--- src/rtl/led_scan_driver_pkg.sv ---
// Shared definitions for the digital clock's display path.
//   LED_BLANK_CODE : decoder input that renders a dark digit
//   BCD_MAX        : largest digit value the decoder shows as a numeral
//   scan_state_e   : scan FSM states (IDLE, BLANK, SHOW)
package led_scan_driver_pkg;

  localparam logic [7:0] LED_BLANK_CODE = 8'hFF;
  localparam logic [3:0] BCD_MAX        = 4'd9;

  typedef enum logic [1:0] {
    SCAN_IDLE  = 2'd0,
    SCAN_BLANK = 2'd1,
    SCAN_SHOW  = 2'd2
  } scan_state_e;

endpackage

--- src/rtl/led_scan_driver_scan_slot_timer.sv ---
// Scan slot timer: modulo-SCAN_DIV counter that paces one digit slot.
//   clk, rst_n : clock, synchronous active-low reset
//   run        : count while high, hold at zero while low
//   blank_done : high on the last cycle of the dark gap (never if BLANK_CYCLES=0)
//   slot_end   : high on the last cycle of the slot
module led_scan_driver_scan_slot_timer #(
  parameter int SCAN_DIV     = 50000,
  parameter int BLANK_CYCLES = 16
) (
  input  logic clk,
  input  logic rst_n,
  input  logic run,
  output logic blank_done,
  output logic slot_end
);

  localparam int CW = $clog2(SCAN_DIV);
  localparam logic [CW-1:0] LAST  = CW'(SCAN_DIV - 1);
  localparam logic [CW-1:0] BLAST = CW'((BLANK_CYCLES > 0) ? BLANK_CYCLES - 1 : 0);

  logic [CW-1:0] cnt;

  always_ff @(posedge clk) begin
    if (!rst_n || !run)  cnt <= '0;
    else if (cnt == LAST) cnt <= '0;
    else                  cnt <= cnt + 1'b1;
  end

  assign slot_end   = run && (cnt == LAST);
  assign blank_done = run && (BLANK_CYCLES != 0) && (cnt == BLAST);

endmodule

--- src/rtl/led_scan_driver.sv ---
// Multiplexed 7-segment scan driver. Walks one digit per SCAN_DIV-cycle slot,
// feeding the decoder's binary input and the active-low digit selects. Digits
// and masks are captured once per frame so a frame never tears.
//   clk, rst_n  : clock, synchronous active-low reset
//   En          : scan enable, low forces idle/dark
//   DigitsIn    : packed BCD digits, digit 0 in the low nibble
//   DotMask     : decimal point request per digit
//   BlinkMask   : digits subject to blinking
//   BlinkPhase  : live blink level, 1 = blinking digits dark
//   BinData     : decoder input (8'hFF = blank)
//   DigSel      : active-low digit enables, at most one low
//   DotOut      : decimal point of the selected digit
//   FrameStart  : one-cycle pulse as slot 0 begins
module led_scan_driver
  import led_scan_driver_pkg::*;
#(
  parameter int NUM_DIGITS   = 8,
  parameter int SCAN_DIV     = 50000,
  parameter int BLANK_CYCLES = 16
) (
  input  logic                    clk,
  input  logic                    rst_n,
  input  logic                    En,
  input  logic [4*NUM_DIGITS-1:0] DigitsIn,
  input  logic [NUM_DIGITS-1:0]   DotMask,
  input  logic [NUM_DIGITS-1:0]   BlinkMask,
  input  logic                    BlinkPhase,
  output logic [7:0]              BinData,
  output logic [NUM_DIGITS-1:0]   DigSel,
  output logic                    DotOut,
  output logic                    FrameStart
);

  localparam logic [1:0] IDLE  = 2'(SCAN_IDLE);
  localparam logic [1:0] BLANK = 2'(SCAN_BLANK);
  localparam logic [1:0] SHOW  = 2'(SCAN_SHOW);
  // With no dark gap a slot starts straight in SHOW.
  localparam logic [1:0] SLOT_FIRST = (BLANK_CYCLES > 0) ? BLANK : SHOW;

  localparam int IW = $clog2(NUM_DIGITS);
  localparam logic [IW-1:0] LAST_IDX = IW'(NUM_DIGITS - 1);

  logic [1:0]              state, state_n;
  logic [IW-1:0]           idx, idx_n;
  logic [4*NUM_DIGITS-1:0] snap_dig, dig_n;
  logic [NUM_DIGITS-1:0]   snap_dot, dot_n, snap_blink, blink_n;
  logic                    fs_n;
  logic                    blank_done, slot_end;

  logic [7:0]            bin_n;
  logic [NUM_DIGITS-1:0] sel_n;
  logic                  dotout_n;
  logic [3:0]            digit;
  logic                  blinked;

  led_scan_driver_scan_slot_timer #(
    .SCAN_DIV    (SCAN_DIV),
    .BLANK_CYCLES(BLANK_CYCLES)
  ) u_timer (
    .clk       (clk),
    .rst_n     (rst_n),
    .run       ((state != IDLE) && En),
    .blank_done(blank_done),
    .slot_end  (slot_end)
  );

  // Next FSM state, index and snapshot. The snapshot is only reloaded at a
  // frame start, which is what keeps a frame coherent.
  always_comb begin
    state_n = state;
    idx_n   = idx;
    dig_n   = snap_dig;
    dot_n   = snap_dot;
    blink_n = snap_blink;
    fs_n    = 1'b0;
    if (!En) begin
      state_n = IDLE;
      idx_n   = '0;
    end else begin
      case (state)
        IDLE: begin
          state_n = SLOT_FIRST;
          idx_n   = '0;
          fs_n    = 1'b1;
        end
        BLANK: if (blank_done) state_n = SHOW;
        SHOW: if (slot_end) begin
          state_n = SLOT_FIRST;
          if (idx == LAST_IDX) begin
            idx_n = '0;
            fs_n  = 1'b1;
          end else begin
            idx_n = idx + 1'b1;
          end
        end
        default: state_n = IDLE;
      endcase
      if (fs_n) begin
        dig_n   = DigitsIn;
        dot_n   = DotMask;
        blink_n = BlinkMask;
      end
    end
  end

  // Outputs are derived from the next state so that the registered outputs
  // line up with the state they describe.
  always_comb begin
    digit    = dig_n[4*idx_n +: 4];
    blinked  = blink_n[idx_n] && BlinkPhase;
    bin_n    = (blinked || digit > BCD_MAX) ? LED_BLANK_CODE : {4'b0, digit};
    sel_n    = '1;
    dotout_n = 1'b0;
    if (state_n == IDLE) begin
      bin_n = LED_BLANK_CODE;
    end else if (state_n == SHOW) begin
      sel_n[idx_n] = 1'b0;
      dotout_n     = dot_n[idx_n] && !blinked;
    end
  end

  always_ff @(posedge clk) begin
    if (!rst_n) begin
      state      <= IDLE;
      idx        <= '0;
      snap_dig   <= '0;
      snap_dot   <= '0;
      snap_blink <= '0;
      BinData    <= LED_BLANK_CODE;
      DigSel     <= '1;
      DotOut     <= 1'b0;
      FrameStart <= 1'b0;
    end else begin
      state      <= state_n;
      idx        <= idx_n;
      snap_dig   <= dig_n;
      snap_dot   <= dot_n;
      snap_blink <= blink_n;
      BinData    <= bin_n;
      DigSel     <= sel_n;
      DotOut     <= dotout_n;
      FrameStart <= fs_n;
    end
  end

endmodule

--- config.mk ---
export PLATFORM = sky130hd
export DESIGN_NAME = led_scan_driver
export DESIGN_NICKNAME = d
export VERILOG_FILES = /design/src/rtl/led_scan_driver_pkg.sv /design/src/rtl/led_scan_driver_scan_slot_timer.sv /design/src/rtl/led_scan_driver.sv
export SDC_FILE = /design/constraint.sdc
export NUM_CORES = 1
export LEC_CHECK = 0
export ABC_AREA = 1
export CAP_MARGIN = 0
export CORE_ASPECT_RATIO = 0.6
export CORE_UTILIZATION = 50
export DETAILED_ROUTE_END_ITERATION = 12
export GPL_TIMING_DRIVEN = 0
export PLACE_DENSITY_LB_ADDON = 0.12
export REMOVE_ABC_BUFFERS = 1
export SETUP_SLACK_MARGIN = 0.02
export SLEW_MARGIN = 10
export SYNTH_ARGS = -nofsm -noshare
export SYNTH_HDL_FRONTEND = slang
export SYNTH_HIERARCHICAL = 1
export SYNTH_SLANG_ARGS = --single-unit
export TNS_END_PERCENT = 1
--- constraint.sdc ---
create_clock -name clk -period 3.7 [get_ports clk]
set_input_delay 0.37 -clock clk [delete_from_list [all_inputs] [get_ports clk]]
set_output_delay 0.37 -clock clk [all_outputs]
set_load 0.005 [all_outputs]
# Word level (Yosys, flattened, before mapping)
# Index checks and enable logic that the tools add are counted.
[word_totals]
ff_bits = 87
output_inout_bits = 18
input_bits = 52
[op_classes]
muxes = 25
add_sub_neg = 2
bitwise_logic = 3
order_cmp = 3
eq_ne = 6
n_shift = 1
reduce_logical = 19
[ops]
columns = ["operator", "n"]
rows = [
  ["$mux W32", 2],
  ["$mux W8", 5],
  ["$shiftx A32 B6 Y4", 1],
  ["$add A16 B1 Y16 const B", 1],
  ["$eq A16 B16 Y1 const B", 1],
  ["$eq A16 B4 Y1 const B", 1],
  ["$mux W3", 3],
  ["$not A8 Y8", 1],
  ["$bmux W1 S3", 2],
  ["$logic_and A1 B1 Y1", 6],
  ["$mux W1", 6],
  ["$mux W2", 3],
  ["$pmux W2 S3", 1],
  ["$pmux W3 S2", 1],
  ["$reduce_or A3 Y1", 2],
  ["$eq A2 B2 Y1 const B", 2],
  ["$gt A4 B4 Y1 const B", 1],
  ["$logic_not A2 Y1", 2],
  ["$lt A3 B4 Y1 const B", 1],
  ["$reduce_or A2 Y1", 2],
  ["$add A3 B1 Y3 const B", 1],
  ["$demux W1 S3", 1],
  ["$eq A3 B3 Y1 const B", 1],
  ["$ge A3 B1 Y1 const B", 1],
  ["other kinds (7)", 11],
]

# Depth between registers and ports, before layout
# Gate-level depths: netlist (run 1).
[logic_depth]
word_depth = 13
ltp_mapped = 19
ltp_nobuf = 18

# Modules after synthesis
# Netlist (run 1), hierarchy kept.
[modules_own_cells]
columns = ["module", "area_per_inst_um2", "cells_per_inst", "instances", "seq_area_each_um2"]
rows = [
  ["led_scan_driver", 3110.5, 433, 1, 1361.3],
  ["led_scan_driver_scan_slot_timer", 867.1, 131, 1, 320.3],
]

# Worst setup path before layout (run 1)
# Ideal clock, no wire load.
[synth_timing]
kind = "register to register"
start = "register u_timer.cnt[0]"
end = "register BinData[0]"
n_path_buf = 2
slack_ps = 912
period_less_slack_ps = 2788
arrival_time_ps = 2661
stages_incl_launch_ff = 19
setup_time_ps = 127
path_cell_list = "dfxtp_1 > ha_1 > nand3_2 > inv_2 > nand4_1 > nor3b_1 > nand2_1 > nand2_4 > nand2_4 > buf_6 > buf_6 > o21ai_1 > nand3_1 > nand3_1 > nand2_1 > a21oi_2 > nand2_1 > nand2_2 > nand3_1"
[synth_between]
elab_chain_len = 12
word_cells_on_any_way = 26
[synth_rtl]
columns = ["element", "line", "source"]
rows = [
  ["from (decl)", "led_scan_driver_scan_slot_timer.sv:21", "logic [CW-1:0] cnt;"],
  ["from (signal assigned)", "led_scan_driver_scan_slot_timer.sv:26", "else cnt <= cnt + 1'b1;"],
  ["$eq A16 B16 Y1 *", "led_scan_driver_scan_slot_timer.sv:29", "assign slot_end = run && (cnt == LAST);"],
  ["$logic_and A1 B1 Y1 *", "led_scan_driver_scan_slot_timer.sv:29", ""],
  ["named net slot_end", "led_scan_driver.sv:48", "logic blank_done, slot_end;"],
  ["branches (longest 10 deep; another with $gt A4 B4 Y1)", "n/a", ""],
  ["to (signal assigned)", "led_scan_driver.sv:139", "BinData <= bin_n;"],
  ["to (decl)", "led_scan_driver.sv:28", "output logic [7:0] BinData,"],
]
# Mark *: on every way through the listed nets, which the timed path passes. The select of a mux whose other input is x is not followed.
# A chain may end at the register's enable or synchronous reset.

# Final worst setup path (run 1)
[layout_timing]
start = "register u_timer.cnt[0]"
end = "register BinData[2]"
# Same word-level chain as after synthesis.

==> reports/qor.log, run 1 <==
qor: clock_network.clock_insertion_delay_worst_skew 0.33 ns
qor: detailed_routing.post_drt_wl_per_cell 12.8 µm
qor: timing.fin_worst_skew 0.00464 ns
qor: timing.timing_worst_slew_pin_value 0.945 ns
qor: setup_path.crit_type register to register
qor: timing.setup_violations 0
qor: synth.yosys_warnings 6
qor: die.effective_utilization_at_floorplan 53.2%
qor: global_routing.grt_start_max_net_pins 80
qor: power.powerDensity 421 mW/mm²
qor: timing.unrepaired_setup_endpoints_after_global_routing false
qor: setup_path.rr_endpoint BinData[2]
qor: die.die-width 117 µm
qor: setup_path.crit_required 3.91 ns
qor: global_routing.grt_util_all_layers 24.2%
qor: timing.timing.final.crit_share 89.6%
qor: clock_network.htree_levels 3
qor: setup_path.worst_r2r_path_depth 16
qor: placed_design.dpl.cell_count 716
qor: global_routing.grt_pass1_vias 3,306
qor: power.power.ir.vdd_worst 0.000272 V
qor: timing.finalHoldViolations 0
qor: die.die_area 0.00833 mm²
qor: clock_network.count_of_hold_fix_buffers_inserted_at_cts 0
qor: cells_and_area.area_taken_by_multi_input_logic_gates 0.00190 mm²
qor: synth.synth.avg_cell_area 7.05 µm²
qor: clock_network.clockRootBuffer clkbuf_16
qor: timing.fmax 301 MHz
qor: cells_and_area.commonest_non_fill_non_tap_cells_in_the_layout nand2_1, nor2_1, dfxtp_1, clkdlybuf4s50_1, inv_1
qor: synth.synth-async-reset-ratio 0%
qor: setup_path.timing.critical_path.to BinData[2]
qor: cells_and_area.final_cells 732
qor: timing.timing.final.crit_period 3.32 ns
qor: run.cap_violations 0
qor: detailed_routing.drtIter0Drc 271
qor: detailed_routing.route.vias.total 3,615
qor: min_path.min-delay-start snap_blink[1]
qor: timing.report.final.slew_viol_count 0
qor: timing.setup_tns 0 ns
qor: placed_design.portBuffers 69
qor: die.core-area 0.00748 mm²
qor: timing.maxSlewHeadroom 36.9%
qor: timing.worst_slack 0.383 ns
qor: setup_path.timing.critical_path.arrival 3.53 ns
qor: clock_network.cts.sink_count 84
qor: synth.netlist.top_cell.by_area dfxtp_1
qor: cells_and_area.total_number_of_nets_in_the_final_design 678
qor: detailed_routing.drtAntennaViolNets 0
qor: setup_path.cp-end-kind register
qor: clock_network.cts_tree built
qor: cells_and_area.most_frequent_standard_cell_in_the_layout_excluding_fill_and_tap_cells nand2_1
qor: setup_path.timing.critical_path.from_type register
qor: global_routing.grt_first_pass_wirelength 15,300 µm
qor: cells_and_area.post_route_cells_drive_above_1_share 7.32%
qor: power.leakage 0.00220 µW
qor: global_routing.antenna_found_initial 0
qor: synth.postSynthCellCount 564
qor: cells_and_area.filler_cell_count 620
qor: synth.synth_area_leaders dfxtp_1, nand2_1, nor2_1
qor: detailed_routing.drc 0
qor: synth.synthDominantCellAreaShare 42.3%
qor: synth.edff_count_synth 0
qor: run_status.run_status finished, final reports clean
qor: synth.dominantRegCellSynth dfxtp_1
qor: detailed_routing.routed_via_density 4.94
qor: detailed_routing.total_routed_length 9340 µm
qor: clock_network.worst_setup_hold_path_clk_slew 0.06 ns
qor: setup_path.timing.rr.start u_timer/cnt[0]
qor: clock_network.cts_post_setup_buffers_inserted 0
qor: setup_path.crit_path_max_fanout 79
qor: cells_and_area.n_antenna_cell 0
qor: global_routing.globalRoute.totalOverflow 0
qor: synth.netlist_area 0.00398 mm²
qor: die.io_pins 70
qor: die.placementRows 24
qor: synth.synth-seq-area-share 42.3%
qor: cells_and_area.seq_area 0.00168 mm²
qor: setup_path.critical_path.startpoint u_timer/cnt[0]
qor: synth.synth_seq_cells 84
qor: setup_path.ff2ff_setup_slack 0.38 ns
qor: detailed_routing.dr.pass1.iters 4
qor: placed_design.detailedPlace.worstSlack -0.760 ns
qor: min_path.min-delay-path-class register to register
qor: clock_network.cts-buffers-inserted 9
qor: synth.yosysUniqueCellTypes 36
qor: clock_network.cts-resized-gates 2
qor: cells_and_area.syn_to_final_growth 24.7%
qor: placed_design.post-dp-hpwl 6460 µm
qor: clock_network.cts_buffer_depth 2
qor: placed_design.gp_congestion 0.842
qor: die.floorplan.die.height 71.1 µm
[area by class of cell]
| cell class | instances | area share, % |
|---|---|---|
| Clock buffer | 13 | 5.45 |
| Tap cell | 104 | 2.62 |
| Multi-Input combinational cell | 388 | 38.3 |
| Clock inverter | 3 | 0.404 |
| Timing Repair Buffer | 69 | 14.0 |
| Inverter | 71 | 5.37 |
| Sequential cell | 84 | 33.9 |
[synth_stat cells, drive strengths merged (2+ instances only)]
library cell and number:
mux2i 10, o21ai 31, buf 14, xnor2 2
nand4 9, ha 3, or2 2, nand3b 4
xor2 3, a21oi 17, nand2 156, o21a 8
dfxtp 84, nor2 93, clkbuf 7, nand3 44
inv 71
[sequential cells by signal, summed over array words and instances (netlist names)]
signal / count
DotOut: 1
snap_dot: 8
snap_blink: 8
u_timer/cnt: 16
idx: 3
state: 2
FrameStart: 1
DigSel: 8
BinData: 5
snap_dig: 32
[cell families after synthesis]
logic type      count (synthesis)  share of synthesized area [%]
compound gates                 58                           8.59
mux                            10                           2.52
buf+inv                        92                           10.6
flops                          84                           42.3
xor+xnor                        5                           1.10
simple gates                  312                           34.0
fa+ha+maj                       3                          0.944
[through the flow]
step / instance area, µm² / utilization, % / total power [µW] / hold WS, ns
final: 4960 / 66.3 / 2090 / 0.475
after global routing: 4960 / 66.3 / 2180 / 0.512
after CTS: 4950 / 66.2 / 2100 / 0.479
after detailed placement: 4650 / 62.2 / 1250 / 0.470
after global placement: 4640 / 62.1 / 1240 / 0.448
after floorplan: 3820 / - / 1130 / 0.430
[worst min path at each step]
stage,endpoint,cells past startpoint
final,snap_blink[1],2
after global routing,u_timer/cnt[0],1
after CTS,snap_blink[1],2
after detailed placement,snap_blink[1],2
after global placement,u_timer/cnt[0],1
after floorplan,u_timer/cnt[0],1
[per-layer routing]
layer | wire length [µm] | GRT usage [%] | vias up
met5 | 0 | 0 | -
met3 | 668 | 5.74 | 8
met2 | 4020 | 37.7 | 95
met4 | 75 | 6.61 | 0
li1 | - | - | 1881
met1 | 4580 | 33.5 | 1631
[critical path, cell delays in order (launching register included)]
cell,delay [ns]
dfxtp_1,0.37
ha_1,0.22
nand3_2,0.17
inv_2,0.14
nand4_1,0.10
nor3b_2,0.39
nand2_1,0.18
nand2_4,0.19
nand2_8,0.31
o21ai_0,0.34
nand3_1,0.11
nand3_1,0.10
nand2_1,0.11
a21oi_1,0.18
nand2_1,0.09
nand2_2,0.09
nand3_1,0.06
[power breakdown]
part	total, µW	leakage, µW	switching [µW]	internal (µW)
Clock	855	0.000138	347	509
Sequential	965	0.000689	14.5	951
Combinational	266	0.00137	140	127
Total	2090	0.00220	501	1590
(Power assumes the default switching activity.)
==> inputs of run 2 (changes only) <==
- DONT_BUFFER_PORTS: default -> 1
- clock period: 3.7 -> 2.95 ns (I/O delays scaled with it)
==> run 2 against run 1 <==
Effect of this change:
- sequential power grew 25%
- cell count shrank 6.6%
- clock-buffer cell count is 1 lower
- setup slack worse by 0.27 ns
- maximum frequency increased by 17%
- critical path depth increased by 2
- power up 25%
- die area stayed put
- flip-flop and latch count unchanged
- global-route usage is 1.3 points higher
- combinational power barely moved
==> reports/qor.log, run 2 (synthesis gave the netlist of run 1 again) <==
qor: detailed_routing.dr.pass1.iters 5 [was 4]
qor: power.power 2600 µW [was 2090 µW]
qor: timing.timing_worst_slew_pin_value 0.963 ns [was 0.945 ns]
qor: cells_and_area.seq_area 0.00168 mm² [unchanged]
qor: setup_path.timing.critical_path.slowest_cell_delay 0.40 ns [was 0.39 ns]
qor: clock_network.cts.sink_count 84 [unchanged]
qor: placed_design.dpl.cell_count 647 [was 716]
qor: run.cap_violations 0 [unchanged]
qor: clock_network.clockRootBuffer clkbuf_16 [unchanged]
qor: clock_network.count_of_hold_fix_buffers_inserted_at_cts 0 [unchanged]
qor: power.power.ir.vdd_worst 0.000336 V [was 0.000272 V]
qor: global_routing.global_route.usage.met3 9.34% [was 5.74%]
qor: cells_and_area.area_taken_by_multi_input_logic_gates 0.00208 mm² [was 0.00190 mm²]
qor: die.io_pins 70 [unchanged]
qor: cells_and_area.largest_register_ffs 32 [unchanged]
qor: clock_network.cts-buffers-inserted 9 [unchanged]
qor: global_routing.grt_first_pass_wirelength 15,800 µm [was 15,300 µm]
qor: setup_path.crit_family simple AND/OR/NAND/NOR gates [unchanged]
qor: setup_path.timing.rr.start u_timer/cnt[0] [unchanged]
qor: detailed_routing.total_routed_length 10,600 µm [was 9340 µm]
qor: setup_path.crit_path_top_delay_cell dfxtp_1 [was nor3b_2]
qor: die.placementRows 24 [unchanged]
qor: min_path.min_delay_path_depth 2 [unchanged]
qor: cells_and_area.total_number_of_nets_in_the_final_design 631 [was 678]
qor: setup_path.crit_chain ha_4 > nand3_4 > inv_2 > nand4_1 > nor3b_4 > buf_4 > o21ai_2 > nand2_1 > nand2_2 > nand2_4 > nor2_4 > buf_4 > nand3_1 > nand2_1 > a21oi_2 > nand2_1 > nand2_2 > nand3_1 [was ha_1 > nand3_2 > inv_2 > nand4_1 > nor3b_2 > nand2_1 > nand2_4 > nand2_8 > o21ai_0 > nand3_1 > nand3_1 > nand2_1 > a21oi_1 > nand2_1 > nand2_2 > nand3_1]
qor: global_routing.globalRoute.totalOverflow 0 [unchanged]
qor: cells_and_area.commonest_non_fill_non_tap_cells_in_the_layout nand2_1, nor2_1, dfxtp_1, inv_1, nand3_1 [was nand2_1, nor2_1, dfxtp_1, clkdlybuf4s50_1, inv_1]
qor: setup_path.rr_endpoint BinData[1] [was BinData[2]]
qor: clock_network.cts_tree built [unchanged]
qor: timing.timing.final.crit_period 2.84 ns [was 3.32 ns]
qor: setup_path.crit_required 3.16 ns [was 3.91 ns]
qor: clock_network.clock_insertion_delay_worst_skew 0.34 ns [was 0.33 ns]
qor: placed_design.portBuffers 0 [was 69]
qor: die.core-area 0.00748 mm² [unchanged]
qor: cells_and_area.postLayoutCoreUtil 61.6% [was 66.3%]
qor: cells_and_area.largest_registers_ranked_by_flip_flop_count snap_dig x32, u_timer/cnt x16 [unchanged]
qor: setup_path.critical_path.startpoint u_timer/cnt[0] [unchanged]
qor: cells_and_area.filler_cell_count 666 [was 620]
qor: die.floorplan.die.height 71.1 µm [unchanged]
qor: placed_design.gp_congestion 0.878 [was 0.842]
qor: detailed_routing.drtAntennaViolNets 0 [unchanged]
qor: cells_and_area.final_cells 684 [was 732]
qor: min_path.min-delay-start rst_n [was snap_blink[1]]
qor: detailed_routing.route.vias.total 3,571 [was 3,615]
qor: global_routing.grt_start_max_net_pins 54 [was 80]
qor: setup_path.crit_path_max_fanout 7 [was 79]
qor: power.leakage 0.00204 µW [was 0.00220 µW]
qor: global_routing.use_met2 35.6% [was 37.7%]
qor: global_routing.grt_pass1_vias 3,145 [was 3,306]
qor: clock_network.worst_setup_hold_path_clk_slew 0.06 ns [about the same]
qor: timing.fin_worst_skew 0.00621 ns [was 0.00464 ns]
qor: cells_and_area.postLayoutCellArea 0.00460 mm² [was 0.00496 mm²]
qor: die.die_area 0.00833 mm² [unchanged]
qor: setup_path.path_common_cell nand2_1
qor: min_path.min-delay-path-class primary input to register [was register to register]
qor: timing.finalHoldViolations 0 [unchanged]
qor: clock_network.htree_levels 3 [unchanged]
qor: die.effective_utilization_at_floorplan 53.2% [unchanged]
qor: setup_path.cp-end-kind register [unchanged]
qor: cells_and_area.post_route_cells_drive_above_1_share 12.8% [was 7.32%]
qor: setup_path.timing.critical_path.from_type register [unchanged]
qor: global_routing.globalRouteMet1Util 35.9% [was 33.5%]
qor: detailed_routing.post_drt_wl_per_cell 15.5 µm [was 12.8 µm]
qor: cells_and_area.syn_to_final_growth 15.7% [was 24.7%]
qor: timing.report.final.slew_viol_count 0 [unchanged]
qor: timing.timing.final.crit_share 96.2% [was 89.6%]
qor: global_routing.globalRoute.busiestLayer met1 [was met2]
qor: cells_and_area.regMostFlops snap_dig [unchanged]
qor: clock_network.cts_buffer_depth 2 [unchanged]
qor: detailed_routing.drc 0 [unchanged]
qor: run_status.run_status finished, final reports clean [unchanged]
qor: detailed_routing.routed_via_density 5.22 [was 4.94]
qor: timing.setup_violations 0 [unchanged]
qor: global_routing.grt_util_all_layers 25.5% [was 24.2%]
qor: min_path.timing.hold.worst_endpoint state[0] [was snap_blink[1]]
qor: setup_path.crit_buf_inv 3 [was 1]
qor: timing.maxSlewHeadroom 35.8% [was 36.9%]
qor: global_routing.antenna_found_initial 1 [was 0]
qor: setup_path.timing.critical_path.arrival 3.05 ns [was 3.53 ns]
qor: setup_path.worst_r2r_path_depth 18 [was 16]
qor: placed_design.post-dp-hpwl 6150 µm [was 6460 µm]
qor: detailed_routing.drtIter0Drc 239 [was 271]
qor: placed_design.postPlaceCellArea 0.00396 mm² [was 0.00465 mm²]
qor: cells_and_area.most_frequent_standard_cell_in_the_layout_excluding_fill_and_tap_cells nand2_1 [unchanged]
qor: die.die-width 117 µm [unchanged]
qor: timing.fmax 352 MHz [was 301 MHz]
qor: setup_path.ff2ff_setup_slack 0.11 ns [was 0.38 ns]
qor: setup_path.crit_type register to register [unchanged]
qor: power.powerDensity 565 mW/mm² [was 421 mW/mm²]
run 2: cell count changes in the layout (fill, tap and decap cells not counted), sizes merged:
cell	delta
clkdlybuf4s50	-68
nand2	+5
clkinvlp	-2
dlymetal6s2s	-1
buf	+17
bufinv	+1
clkbuf	-1
diode	+1
run 2: area by class of cell:
type	instances	area share (%)
Clock inverter	2	0.761
Clock buffer	12	5.57
Timing Repair Buffer	17	3.32
Multi-Input combinational cell	393	45.1
Sequential cell	84	36.5
Tap cell	104	2.83
Antenna cell	1	0.0544
Inverter	71	5.79
run 2: power breakdown:
group | leakage [µW] | total, µW | switching (µW) | internal, µW
Clock | 0.000145 | 1120 | 428 | 691
Sequential | 0.000689 | 1210 | 21.0 | 1190
Combinational | 0.00121 | 268 | 175 | 92.7
Total | 0.00204 | 2600 | 624 | 1980
run 2: stage by stage:
step           hold WS [ns]  setup TNS [ns]  setup slack, ns
6_report              0.111               0            0.111
4_1_cts              0.0975        -0.00265         -0.00265
3_5_place_dp          0.451           -9.42           -0.839
2_1_floorplan         0.430          -0.345          -0.0879
3_3_place_gp          0.444          -10.96           -0.816
5_1_grt               0.112          -0.138          -0.0419
run 2: how the worst max path moves through the flow:
stage                 endpoint  slack (ns)  cells past startpoint
detailed placement  BinData[1]       -0.84                     16
global route        BinData[2]       -0.04                     16
finish              BinData[1]        0.11                     18
global placement    BinData[1]       -0.82                     16
floorplan           BinData[0]       -0.09                     16
CTS                 BinData[1]      -0.003                     18
run 2: timing repair:
| action | CTS | global route |
|---|---|---|
| setup buffers | 7 | 10 |
| setup endpoints to repair | 57 | 6 |
| gates cloned | 3 | 2 |
| pin swaps | 6 | 9 |
| gates resized for setup | 12 | 14 |
run 2: routing by layer:
| layer | wire length, µm | share of wire, % |
|---|---|---|
| met1 | 4910 | 46 |
| met2 | 4470 | 42 |
| met3 | 1040 | 9.8 |
| met4 | 206 | 1.9 |
| met5 | 0 | 0 |
